**config.mk**
```make
export PLATFORM = sky130hd
export DESIGN_NAME = simon_datapath
export DESIGN_NICKNAME = d
export VERILOG_FILES = /design/src/rtl/simon_pkg.sv /design/src/rtl/simon_pattern_mem.sv /design/src/rtl/simon_datapath.sv
export SDC_FILE = /design/constraint.sdc
export NUM_CORES = 1
export LEC_CHECK = 0
export ABC_AREA = 1
export BUFFER_PORTS_ARGS = -buffer_cell sky130_fd_sc_hd__buf_2
export CAP_MARGIN = 10
export CORE_MARGIN = 4
export CORE_UTILIZATION = 55
export CTS_CLUSTER_DIAMETER = 150
export DETAILED_ROUTE_END_ITERATION = 7
export HOLD_SLACK_MARGIN = 0.1
export PLACE_DENSITY = 0.78
export SLEW_MARGIN = 5
export SYNTH_ARGS = -nofsm -noshare
export SYNTH_HDL_FRONTEND = slang
export SYNTH_SLANG_ARGS = --single-unit
```
**constraint.sdc**
```tcl
create_clock -name clk -period 1.8 [get_ports clk]
set_input_delay 0.27 -clock clk [delete_from_list [all_inputs] [get_ports clk]]
set_output_delay 0.27 -clock clk [all_outputs]
set_load 0.03 [all_outputs]
```
**src/rtl/simon_pkg.sv**
```systemverilog
// Shared widths and helpers for the Simon pattern game (datapath and control).
package simon_pkg;

    localparam int unsigned PAT_W  = 4;
    localparam int unsigned ADDR_W = 6;
    localparam int unsigned DEPTH  = 64;

    localparam logic [ADDR_W-1:0] IDX_MAX = ADDR_W'(DEPTH - 1);

    typedef enum logic [1:0] {
        LED_OFF     = 2'd0,
        LED_PATTERN = 2'd1,
        LED_MEM     = 2'd2
    } led_src_e;

    // True when exactly one switch is up.
    function automatic logic is_one_hot(input logic [PAT_W-1:0] p);
        return (p != '0) && ((p & (p - PAT_W'(1))) == '0);
    endfunction

endpackage

```
**src/rtl/simon_pattern_mem.sv**
```systemverilog
// 64x4 pattern register file: synchronous write, combinational read, no reset.
module simon_pattern_mem
    import simon_pkg::*;
(
    input  logic              clk,
    input  logic              we,
    input  logic [ADDR_W-1:0] waddr,
    input  logic [PAT_W-1:0]  wdata,
    input  logic [ADDR_W-1:0] raddr,
    output logic [PAT_W-1:0]  rdata
);

    logic [PAT_W-1:0] r_mem [DEPTH];

    always_ff @(posedge clk) begin
        if (we) begin
            r_mem[waddr] <= wdata;
        end
    end

    assign rdata = r_mem[raddr];

endmodule

```
**src/rtl/simon_datapath.sv**
```systemverilog
// Simon datapath: pattern store, playback/input counters, legality check and LED mux.
module simon_datapath
    import simon_pkg::*;
(
    input  logic             clk,
    input  logic             rst,
    input  logic             level,
    input  logic [PAT_W-1:0] pattern,
    input  logic             m1,
    input  logic             m2,
    input  logic             m3,
    input  logic             m4,
    input  logic             count_ns,
    input  logic             count_i,
    input  logic             rst_i,
    input  logic             reset,
    output logic             legal,
    output logic             right_guess,
    output logic             i_eq_ns,
    output logic [PAT_W-1:0] pattern_leds
);

    logic [ADDR_W-1:0] r_ns;
    logic [ADDR_W-1:0] r_i;
    logic              r_level_q;

    logic              w_legal;
    logic              w_we;
    logic [PAT_W-1:0]  w_rdata;
    led_src_e          w_led_src;

    // Index counters and difficulty latch; game restart also samples the level switch.
    always_ff @(posedge clk or posedge rst) begin
        if (rst) begin
            r_ns      <= '0;
            r_i       <= '0;
            r_level_q <= 1'b0;
        end else if (reset) begin
            r_ns      <= '0;
            r_i       <= '0;
            r_level_q <= level;
        end else begin
            if (rst_i) begin
                r_i <= '0;
            end else if (count_i) begin
                r_i <= r_i + ADDR_W'(1);
            end
            if (count_ns && (r_ns != IDX_MAX)) begin
                r_ns <= r_ns + ADDR_W'(1);
            end
        end
    end

    always_comb begin
        w_legal = r_level_q ? (pattern != '0) : is_one_hot(pattern);
    end

    assign w_we = m1 & w_legal;

    simon_pattern_mem u_mem (
        .clk   (clk),
        .we    (w_we),
        .waddr (r_ns),
        .wdata (pattern),
        .raddr (r_i),
        .rdata (w_rdata)
    );

    // Conflicting mode selects resolve m1 > m2 > m3 > m4.
    always_comb begin
        w_led_src = LED_OFF;
        if (m1) begin
            w_led_src = LED_PATTERN;
        end else if (m2) begin
            w_led_src = LED_MEM;
        end else if (m3) begin
            w_led_src = LED_PATTERN;
        end else if (m4) begin
            w_led_src = LED_MEM;
        end
    end

    always_comb begin
        pattern_leds = '0;
        case (w_led_src)
            LED_PATTERN: pattern_leds = pattern;
            LED_MEM:     pattern_leds = w_rdata;
            default:     pattern_leds = '0;
        endcase
    end

    assign legal       = w_legal;
    assign right_guess = (pattern == w_rdata);
    assign i_eq_ns     = (r_i == r_ns);

endmodule

```
=== Word-level counts from Yosys, hierarchy flattened ===
Memories as Yosys holds them, arrays and structs flattened.
Index checks and enable logic that the tools add are counted.

* Memories kept: 1
* Word-level logic and storage cells: 33
* Flip-flop bits (word level): 13
* RAM bits: 256

{| class="wikitable"
|+ Memory list
! memory !! depth !! width !! rd ports !! clocked after Yosys merged registers in !! write ports !! line !! source
|-
| u_mem.r_mem || 64 || 4 || 1 || 0 || 1 || simon_pattern_mem.sv:13 || <nowiki>logic [PAT_W-1:0] r_mem [DEPTH];</nowiki>
|}

* Add/sub/neg operators: 3
* Equal/unequal tests: 5
* Reduce and logical (&&, ||, !) cells: 6
* Muxes and demuxes: 13
* Bitwise operators: 2

{| class="wikitable"
|+ Operators by type and width
! kind !! count
|-
| $mux 6 || 5
|-
| $add 6x1->6 const B || 2
|-
| $mux 2 || 4
|-
| $pmux 4 s2 || 1
|-
| $eq 6x6->1 || 1
|-
| $ne 6x6->1 const B || 1
|-
| $and 4x4->4 || 1
|-
| $eq 4x4->1 || 1
|-
| $logic_not 4->1 || 1
|-
| $reduce_bool 4->1 || 1
|-
| $sub 4x1->4 const B || 1
|-
| $mux 1 || 3
|-
| $reduce_bool 3->1 || 1
|-
| $eq 2x1->1 const B || 1
|-
| $eq 2x2->1 const B || 1
|-
| $logic_and 1x1->1 || 2
|-
| $reduce_bool 2->1 || 1
|-
| $and 1x1->1 || 1
|}

=== Depth between registers and ports, before layout ===
* Depth after elaboration: 8
* Mapped depth: 15
* Depth with buffers taken out: 14

=== Modules after synthesis ===
A second synthesis with hierarchy kept.

* Cells, all modules: 1,089
* Area, all modules: 11,777.5 um^2

{| class="wikitable"
|+ Modules (own cells, without submodules)
! module !! cells each !! instances !! area each (um^2)
|-
| simon_pattern_mem || 944 || 1 || 10,801.6
|-
| simon_datapath || 145 || 1 || 975.9
|}

=== Worst setup path after synthesis ===
OpenSTA, ideal clock, no wires.

* Path kind: in2reg
* Start: input port pattern[3]
* End: memory u_mem.r_mem[11][0], enable pin
* Path buffers: 1
* Stages: 7
* Slack: -0.412 ns
* Arrival time: 1.882 ns
* Setup time: 0.330 ns
* Data required time: 1.470 ns
* Path through: o22ai_1 > o211ai_1 > a21oi_1 > and2_1 > buf_2 > nand4_1 > nor2_1

* Cells in the longest elaborated chain, start to end: 8
* Elaborated cells on any way between the ends: 9
* Classes of those cells: add/sub: 1; mux: 3; bitwise: 2; reduce/logical: 3

{| class="wikitable"
|+ Ends and longest elaborated chain
! what !! line !! source
|-
| start, declared || simon_datapath.sv:8 || <nowiki>input logic [PAT_W-1:0] pattern,</nowiki>
|-
| $sub 4x1->4 || simon_pkg.sv:18 || <nowiki>return (p != '0) && ((p & (p - PAT_W'(1))) == '0);</nowiki>
|-
| $and 4x4->4 || simon_pkg.sv:18 ||
|-
| $logic_not 4->1 || simon_pkg.sv:18 ||
|-
| $logic_and 1x1->1 || simon_pkg.sv:18 ||
|-
| $mux 1 * || simon_datapath.sv:55 || <nowiki>w_legal = r_level_q ? (pattern != '0) : is_one_hot(pattern);</nowiki>
|-
| named net legal || simon_datapath.sv:17 || <nowiki>output logic legal,</nowiki>
|-
| $and 1x1->1 * || simon_datapath.sv:58 || <nowiki>assign w_we = m1 & w_legal;</nowiki>
|-
| $mux 1 * || simon_pattern_mem.sv:16 || <nowiki>if (we) begin</nowiki>
|-
| $mux 1 (implied by the code) * || simon_pattern_mem.sv:17 || <nowiki>r_mem[waddr] <= wdata;</nowiki>
|-
| end, declared || simon_pattern_mem.sv:13 ||
|}

Mark *: on every way through the listed nets, which the timed path passes. The rest lies on a longest branch.

=== Worst setup path after layout ===
* Start: register r_i[0]
* End: output port right_guess

* Cells in the longest elaborated chain, start to end: 2

{| class="wikitable"
|+ Ends and longest elaborated chain
! what !! line !! source
|-
| start, declared || simon_datapath.sv:24 || <nowiki>logic [ADDR_W-1:0] r_i;</nowiki>
|-
| start signal, assigned || simon_datapath.sv:46 || <nowiki>r_i <= r_i + ADDR_W'(1);</nowiki>
|-
| $mem_v2 64x4 || -- ||
|-
| $eq 4x4->1 || simon_datapath.sv:93 || <nowiki>assign right_guess = (pattern == w_rdata);</nowiki>
|-
| end, declared || simon_datapath.sv:18 || <nowiki>output logic right_guess,</nowiki>
|}

No other way between the ends.

==> run_results.csv <==
group,metric,value,unit
outcome,status,"finished, violations left",
outcome,violations,"setup timing",
power,pwr-share-comb,6.4,%
hold_path,hold_class,"in2reg",
sta,period_share,159,%
finish,drive_above_1_share,20.6,%
worst_setup_path,startpoint_type,"flop",
global_routing,first_global_vias,8606,
routing,drt-wirelength-per-cell,20.6,um
yosys,synth_xor_area_share,0,%
routing,drc_errors,0,
routing,first_iter_violations,1001,
worst_setup_path,endpoint_kind,"output pin",
yosys,synthMuxAreaShare,0,%
yosys,synth_cells,1075,
floorplan,die-height,153,um
worst_setup_path,r2r_cells,7,
sta,fin_ws,-1060,ps
worst_setup_path,worst-path-stages,15,
yosys,syn-cell-area,0.0115,mm2
floorplan,ios,22,
worst_setup_path,crit_required,1530,ps
floorplan,coreArea,0.0204,mm2
yosys,synth_top_family_by_area,"simple AND/OR/NAND/NOR gates",
yosys,synth_common_cells,"nand2_1, edfxtp_1, nand3_1",
sta,fmax,0.350,GHz
worst_setup_path,cpMostUsedCell,"nand2_1",
floorplan,initial_core_util,56.4,%
cts,clkLatencyLatePin,540,ps
yosys,synth_fp_nets,1094,
yosys,synth_compound_area_share,1.13,%
finish,antenna_cells,0,
sta,maxSlewHeadroom,62.2,%
yosys,ys_types,25,
sta,maxSlewViolCount,0,
yosys,synthTopCellsByArea,"edfxtp_1, nand2_1, nand3_1, dfrtp_1, nor2_1",
power,power_density,915,mW/mm2
yosys,ys_ff_latch,269,
power,clockPowerShare,40.1,%
sta,holdWs,210,ps
routing,firstDrtPassIters,5,
run,maxCapViolCount,0,
yosys,syn_area_per_cell,10.7,um2
sta,final-hold-violation-count,0,
global_routing,grt_antenna_before_repair,1,
sta,tns,-5450,ps
worst_setup_path,slowest_stage,"dfrtp_4",
yosys,synth_edf_count,256,
power,power.internal,10.0,mW
floorplan,die_w,153,um
global_routing,overflow,0,
cts,htreeDepth,1,
yosys,yosysWarningCount,0,
sta,worstMarginPinSlew,567,ps
yosys,synthAdderAreaFrac,0.435,%
power,vdd_drop_max,858,uV
yosys,async_flop_share,4.83,%
cts,cts_root_buffer,"clkbuf_16",
placement,place.gp.congestion,0.907,
power,p_seq_share,53.5,%
finish,fin_nets,1221,
worst_setup_path,path_cells,"buf_12, buf_12, nand2_1, nand3_1, nand3_1, nand2_1, nand2_1, nand3_2, nand3_2, nand2_2, nand2_1, nand2_1, nand2_1, nor2_4, buf_6",
power,p_leak,5.34,nW
yosys,seq_area_frac_synth,69.6,%
global_routing,grt_use_total,25.5,%
placement,dp_hpwl,18100,um
finish,area_delta_synth_final,22.1,%
worst_setup_path,critPathTopFamily,"simple AND/OR/NAND/NOR gates",
worst_setup_path,critPathKind,"reg2out",
cts,cts_tree,"yes",
yosys,yosys.area_share.simple,25.5,%
cts,clock-sinks,269,
global_routing,grt_max_degree,55,
power,switching_share,22.1,%
worst_setup_path,cp.arrival,2590,ps
sta,post-route-min-period,2860,ps
worst_setup_path,cpPeakStageDelay,490,ps
routing,drt_wl_total,30700,um
yosys,synth_most_common_cell,"nand2_1",
cts,clk_pin_slew,60,ps
worst_setup_path,worst-path-buf-inv,3,
placement,io_buffers,21,
hold_path,whs_path_depth,2,
floorplan,placementRows,52,
global_routing,grt_pass1_wl,47300,um
worst_setup_path,cp_max_fo,20,
yosys,yosysTopAreaCell,"edfxtp_1",
routing,num_vias,8797,
routing,routed_via_density,5.90,
yosys,synth_top_area_share,66.8,%
routing,ant_nets,0,
floorplan,die-area,0.0233,mm2
sta,setup-violations-final,6,
sta,clock_skew,17.3,ps
cts,clock_path_buffers,3,
power,switchingPower,2.85,mW
cts,cts_made_buffers,27,
sta,rsz0062_at_grt,"yes",
yosys,synth_ff_type,"edfxtp_1",
-- final timing paths --
check	endpoint	slack, ps	startpoint
setup / recovery	right_guess	-1060	r_i[0]
hold / removal	r_ns[5]	210	reset
setup reg to reg	u_mem.r_mem[43][2]	60	r_level_q
hold reg to reg	r_level_q	690	r_level_q
max in group asynchronous	r_i[0]	1000	rst
min in group asynchronous	r_ns[2]	370	rst
-- cell type report --
cell class,count,area (um2)
fillers,1394,6370
well taps,270,338
inverters,30,125
clock buffers,30,687
repair buffers,155,1400
clock inverters,18,111
multi-input cells,719,3380
flip-flops and latches,269,8020
-- layer usage --
metal	GRT usage, %	part of all wire, %
met1	34.4	37
met2	42.3	49
met3	4.17	8.7
met4	9.50	4.8
met5	0	0.039
-- power by group through the flow --
stage | combinational (mW) | clock (mW) | sequential [mW]
after floorplan | 0.408 | 0 | 7.01
after global placement | 0.687 | 0 | 7.01
after detailed placement | 0.703 | 0 | 7.01
after CTS | 0.784 | 5.15 | 6.88
after global routing | 0.887 | 5.47 | 6.88
final | 0.822 | 5.16 | 6.88
-- logic make-up (layout without fill, tap and decap cells) --
group | Yosys count | in the layout
buffers and inverters | 87 | 233
flip-flops | 269 | 269
AO/OA/AOI/OAI | 24 | 24
AND/OR/NAND/NOR | 691 | 691
adder cells (fa/ha/maj) | 4 | 4
-- cell usage in the layout (no fill, tap or decap), types with 3 or more instances in the layout --
cell type,synthesis,layout
ha_1,4,4
clkinv_2,0,11
nor2_2,0,10
clkbuf_16,0,27
nand3_2,0,26
buf_4,8,110
nand2_1,366,356
a21oi_1,11,6
nor2_1,71,59
nand4_1,11,11
nand2_2,0,10
buf_12,0,10
edfxtp_1,256,256
a21oi_4,0,5
clkbuf_1,20,3
nor3_1,5,4
inv_1,26,25
nand3_1,234,208
o21ai_0,8,8
clkinv_1,2,7
buf_6,0,8
buf_16,0,4
buf_2,27,14
dlygate4sd3_1,0,6
dfrtp_1,13,10
-- metrics by stage --
stage	utilization (%)	std cells	setup WS (ps)	area [um2]	power, mW
floorplan	-	1075	-144	11600	7.42
global placement	62.6	1432	-529	12800	7.70
detailed placement	62.6	1432	-577	12800	7.71
CTS	68.3	1492	-999	13900	12.8
global route	68.8	1491	-1180	14100	13.2
finish	68.8	1491	-1060	14100	12.9
-- repair_timing --
| action | in CTS | in global routing |
|---|---|---|
| hold endpoints to repair | 18 | 0 |
| hold buffers | 8 | 0 |
| endpoints found under the setup margin | 21 | 101 |
| gates resized for setup | 52 | 31 |
| setup buffers | 1 | 1 |
| pin swaps | 13 | 7 |
| cloned | 3 | 0 |
-- sequential cells by signal (all words and copies together), names as in the netlist --
name         flops
u_mem.r_mem    256
r_i              6
r_ns             6
r_level_q        1
-- worst reg2reg max path, cell delays in order (launching register included) --
cell and delay (ps):
dfrtp_1 350, inv_1 80, a21oi_4 160, and2_4 200
nand4_1 160, buf_4 230, nor2_1 120, buf_4 160
Note: power is estimated with default switching activity, not from simulation.
